File: src/rtl/adel_imem.sv
// adel_imem -- instruction memory and program loader for the adel core.
//
// A program arrives as a byte stream (high byte of each word first) on a
// valid/ready load port. Bytes are paired into 16-bit words and written to
// a flop array. The core fetches from that array combinationally through
// pc/inst. While a load is in progress, the core is held in reset through
// core_nrst.
//
// Ports:
//   clk        : clock
//   nrst       : asynchronous active-low reset; clears memory and loader state
//   pc         : fetch address from the core (word address)
//   inst       : instruction at pc (combinational); 0 when pc >= DEPTH
//   core_nrst  : registered active-low reset to the core, low while loading
//   ld_start   : one-cycle pulse that starts or restarts a load
//   ld_valid   : ld_byte carries a valid byte
//   ld_byte    : load data byte
//   ld_ready   : loader accepts a byte this cycle (high while loading)
//   ld_end     : one-cycle pulse that terminates the load
//   ld_count   : words written by the current or most recent load
//   ld_busy    : high while loading
module adel_imem #(
   parameter int DEPTH = 64,
   parameter int AW    = $clog2(DEPTH)
) (
   input  logic          clk,
   input  logic          nrst,
   input  logic [15:0]   pc,
   output logic [15:0]   inst,
   output logic          core_nrst,
   input  logic          ld_start,
   input  logic          ld_valid,
   input  logic [7:0]    ld_byte,
   output logic          ld_ready,
   input  logic          ld_end,
   output logic [AW:0]   ld_count,
   output logic          ld_busy
);

   typedef enum logic {
      RUN  = 1'b0,
      LOAD = 1'b1
   } state_t;

   state_t        state_reg;
   logic          phase_lo_reg;   // 0: next byte is the high byte, 1: low byte
   logic [7:0]    hi_reg;         // high byte waiting for its partner
   logic [AW-1:0] waddr_reg;
   logic [AW:0]   count_reg;
   logic          core_nrst_reg;

   logic          wr_en;
   logic          last_write;
   logic [15:0]   mem_word [DEPTH];

   // A word is written on an accepted low byte. A restart in the same cycle
   // wins and the byte is dropped.
   assign wr_en      = (state_reg == LOAD) && !ld_start && ld_valid && phase_lo_reg;
   assign last_write = wr_en && (waddr_reg == AW'(DEPTH - 1));

   // Loader control. core_nrst is assigned alongside every state change so
   // it always reflects the state being entered.
   always_ff @(posedge clk or negedge nrst) begin
      if (!nrst) begin
         state_reg     <= RUN;
         phase_lo_reg  <= 1'b0;
         hi_reg        <= 8'h00;
         waddr_reg     <= '0;
         count_reg     <= '0;
         core_nrst_reg <= 1'b0;
      end else begin
         case (state_reg)
            RUN: begin
               if (ld_start) begin
                  state_reg     <= LOAD;
                  waddr_reg     <= '0;
                  count_reg     <= '0;
                  phase_lo_reg  <= 1'b0;
                  core_nrst_reg <= 1'b0;
               end else begin
                  core_nrst_reg <= 1'b1;
               end
            end
            LOAD: begin
               if (ld_start) begin
                  waddr_reg     <= '0;
                  count_reg     <= '0;
                  phase_lo_reg  <= 1'b0;
                  core_nrst_reg <= 1'b0;
               end else begin
                  if (ld_valid) begin
                     if (!phase_lo_reg) begin
                        hi_reg       <= ld_byte;
                        phase_lo_reg <= 1'b1;
                     end else begin
                        waddr_reg    <= waddr_reg + 1'b1;
                        count_reg    <= count_reg + 1'b1;
                        phase_lo_reg <= 1'b0;
                     end
                  end
                  // Exit after the byte is processed; a dangling high byte
                  // is simply forgotten by returning the phase to HI.
                  if (ld_end || last_write) begin
                     state_reg     <= RUN;
                     phase_lo_reg  <= 1'b0;
                     core_nrst_reg <= 1'b1;
                  end else begin
                     core_nrst_reg <= 1'b0;
                  end
               end
            end
            default: begin
               state_reg     <= RUN;
               core_nrst_reg <= 1'b0;
            end
         endcase
      end
   end

   // Memory words as individual flops so the whole array clears on reset.
   genvar gi;
   generate
      for (gi = 0; gi < DEPTH; gi++) begin : g_word
         logic [15:0] word_reg;
         always_ff @(posedge clk or negedge nrst) begin
            if (!nrst) begin
               word_reg <= 16'h0000;
            end else if (wr_en && (waddr_reg == AW'(gi))) begin
               word_reg <= {hi_reg, ld_byte};
            end
         end
         assign mem_word[gi] = word_reg;
      end
   endgenerate

   // Fetch reads the current flop contents, so a same-cycle write is seen
   // only from the next cycle.
   assign inst      = (pc < 16'(DEPTH)) ? mem_word[pc[AW-1:0]] : 16'h0000;

   assign core_nrst = core_nrst_reg;
   assign ld_ready  = (state_reg == LOAD);
   assign ld_busy   = (state_reg == LOAD);
   assign ld_count  = count_reg;

endmodule
File: config.mk
export PLATFORM = sky130hd
export DESIGN_NAME = adel_imem
export DESIGN_NICKNAME = d
export VERILOG_FILES = /design/src/rtl/adel_imem.sv
export SDC_FILE = /design/constraint.sdc
export NUM_CORES = 1
export LEC_CHECK = 0
export CAP_MARGIN = 20
export CELL_PAD_IN_SITES_DETAIL_PLACEMENT = 0
export CELL_PAD_IN_SITES_GLOBAL_PLACEMENT = 1
export CORE_ASPECT_RATIO = 0.7
export CORE_UTILIZATION = 49
export DETAILED_ROUTE_END_ITERATION = 10
export PLACE_DENSITY_LB_ADDON = 0.3
export RECOVER_POWER = 50
export SYNTH_ARGS = -nofsm -noshare
export SYNTH_HDL_FRONTEND = slang
export SYNTH_SLANG_ARGS = --single-unit
File: constraint.sdc
create_clock -name clk -period 2.28 [get_ports clk]
set_input_delay 0.342 -clock clk [delete_from_list [all_inputs] [get_ports clk]]
set_output_delay 0.342 -clock clk [all_outputs]
set_load 0.02 [all_outputs]
==> results.toml <==
[outcome]
status = "finished with violations"
violations = "setup timing"

[final_layout]
syn_to_final_growth_pct = 18.11
nets = 3273
stdcell_count = 4630
drive_above_1_share_pct = 60.55
largest_reg_flops = 1024
n_antenna_cell = 0

[worst_setup_path]
r2r_setup_slack_ns = 0.13
r2r-start = "waddr_reg[1]"
arrival_ns = 2.72
r2r-end = "g_word[57].word_reg[10]"
crit_path_start_kind = "flip-flop"
worstPathMaxFanout = 2
rr_worst_depth = 7
crit_path_end_kind = "output port"
worstSetupStartpoint = "g_word[31].word_reg[5]"
required_ns = 1.94
criticalPathCategory = "flip-flop to output port"

[detailed_routing]
viasPerCell = 6.125
drtIter0Drc = 2243
drc = 0
wl_mm = 131.8
wl_per_cell_um = 28.46
antenna_left = 0
num_vias = 28360
drtPass1Iterations = 5

[power_and_ir_drop]
power_density_nw_per_um2 = 681.3
power_leakage_nw = 27.92
ir_drop_mv = 0.6173
finalPower_w = 0.03874

[grt]
grt_usage_pct = 27.32
grt_pass1_wl_mm = 201.4
gr-total-overflow = 0
grt_max_degree = 125
antenna_found_initial = 2
grt_pass1_vias = 30280

[timing]
rsz0062_at_grt = "true"
skew_ns = 0.03976
worstMarginPinSlew_ns = 1.300
timing.final.crit_share_pct = 134.3
layout_setup_ws_ns = -0.7809
hold_viol_final = 0
maxSlewViolCount = 0
maxSlewHeadroom_pct = 13.34
max_freq_mhz = 326.7
fin_crit_ns = 3.061
setup_viol = 16

[job]
cap_violations = 0

[floorplanning]
die_h_um = 264.3
initial_core_util_pct = 49.82
num_rows = 95
die_x_um = 376.7
io_pins = 55
coreArea_um2 = 96640
die_area_um2 = 99530

[synth]
synth_edf_count = 0
ys.flop_type = "dfrtp_1"
yosysUniqueCellTypes = 54
syn_nets = 3034
synth_cells = 3000
syn_area_um2 = 48150
ys_async_sr_fraction_pct = 100.0
ys_warn_count = 0
synth-seq-cells = 1048
synth.avg_cell_area_um2 = 16.05
synth_seq_area_share_pct = 54.47

[clock_tree]
worst_skew_pair.late_latency_ns = 0.71
numCtsBuffers = 100
htree_levels = 3
cts_tree = "built"
clkTransAtPathRegs_ns = 0.06
cts_buffer_depth = 3
clock-root-buffer = "clkbuf_16"
cts_sinks = 1048

[hold_path]
hold_path.class = "primary input to flip-flop"
hold_end = "g_word[40].word_reg[0]"
holdPathStages = 3
hold_path.startpoint = "ld_byte[0]"

[placement]
dp_hpwl_mm = 87.33
gp_congestion = 0.8724
numPortBuffers = 54
dp.cells = 4442
## timing repair
action,in CTS,in global routing
pin swaps,25,14
buffers inserted,8,4
endpoints found under the hold margin,122,0
endpoints found under the setup margin,16,18
resized for setup,190,25
hold buffers,1,0
cloned,1,0
## layout make-up
cell class                 instances  area, um2
clock buffer                     147       2973
clock inverter                    37      399.1
fill                            7207      39770
inverter                           6      23.77
multi-input combinational       1653      20880
sequential                      1048      26240
tap                             1309       1638
timing repair buffer             430       4717
## logic make-up after synthesis
group	Yosys count	synth area share [%]
DFF	1048	54.47
adders and majority gates	5	0.1299
xor gates and xnor gates	10	0.1819
muxes	1364	38.07
AOI/OAI and AO/OA	118	1.728
buffers and inverters	299	3.285
and+or+nand+nor	156	2.134
## per-layer routing
layer,track usage [%],vias to the layer above,share of wire (%)
li1,-,11700,-
met1,42.26,15690,47
met2,40.49,796,46
met3,4.688,177,5.5
met4,5.878,0,1.9
met5,0,-,0
## through the flow
stage	util (%)	TNS, ns	hold WS, ns	setup WS (ns)	area [um2]
5_1_grt	58.85	-35.13	0.2573	-0.8048	56870
3_3_place_gp	54.82	-57.13	0.2844	-1.677	52980
2_1_floorplan	-	-0.05862	0.04641	-0.01700	48240
4_1_cts	58.85	-10.47	0.1465	-0.8285	56870
6_report	58.85	-9.735	0.2290	-0.7809	56870
3_5_place_dp	54.82	-96.46	0.2825	-1.622	52980
## cell usage after synthesis, types with 2 or more instances
cell type	number	share of area, %
dfrtp_1	1048	54
mux2_2	1033	24
mux4_2	260	12
clkbuf_1	149	1.2
mux2i_1	62	1.3
buf_2	60	0.62
buf_4	53	0.83
nand2_2	44	0.57
a221oi_1	27	0.49
nand2_1	27	0.21
nor2_1	23	0.18
o21ai_0	23	0.24
buf_6	21	0.49
o221ai_1	19	0.35
o22ai_1	19	0.25
and3_1	10	0.13
nand3_4	10	0.36
a21oi_1	9	0.094
buf_1	8	0.062
mux4_1	8	0.44
o21ai_1	8	0.083
xor2_1	7	0.13
and2_1	6	0.078
nand3_2	6	0.12
nor2b_1	6	0.078
a22o_1	5	0.091
ha_1	5	0.13
nand4_1	5	0.065
inv_1	4	0.031
nand2b_1	4	0.052
xnor2_1	3	0.055
a31oi_1	2	0.026
clkinv_1	2	0.016
nand3_1	2	0.021
nand3b_1	2	0.031
nor4_1	2	0.026
## critical path, stage by stage, from the launching register on
cell	delay, ns
dfrtp_1	0.38
mux4_2	0.52
mux4_2	0.56
a211o_4	0.40
buf_6	0.15
## worst max path at each step
stage / to / slack [ns] / depth (start not counted)
2_1_floorplan: inst[5] / -0.02 / 7
3_3_place_gp: inst[14] / -1.68 / 10
3_5_place_dp: inst[14] / -1.62 / 10
4_1_cts: inst[5] / -0.83 / 4
5_1_grt: inst[5] / -0.80 / 4
6_report: inst[5] / -0.78 / 4
## power by group
group | leakage [nW] | total, W | internal, W | switching [W]
registers | 14.6 | 0.0188 | 0.0187 | 0.000119
logic | 11.7 | 0.00281 | 0.000886 | 0.00192
clock network | 1.66 | 0.0171 | 0.00983 | 0.00727
## placed cells by master (no fill, tap or decap), types with 8 or more instances in the layout
master,instances
a221oi_1,12
a221oi_2,8
and3_1,10
buf_12,108
buf_2,9
buf_4,241
buf_6,29
clkbuf_1,27
clkbuf_16,103
clkbuf_8,26
clkdlybuf4s50_1,19
clkinv_2,19
dfrtp_1,1039
dfrtp_2,9
mux2_2,1033
mux2i_1,51
mux4_2,268
nand2_1,16
nand2_2,55
nand3_4,10
nor2_1,22
o21ai_0,11
o21ai_1,8
o221ai_1,13
o22ai_1,16
Note: power is estimated with default switching activity, not from simulation.
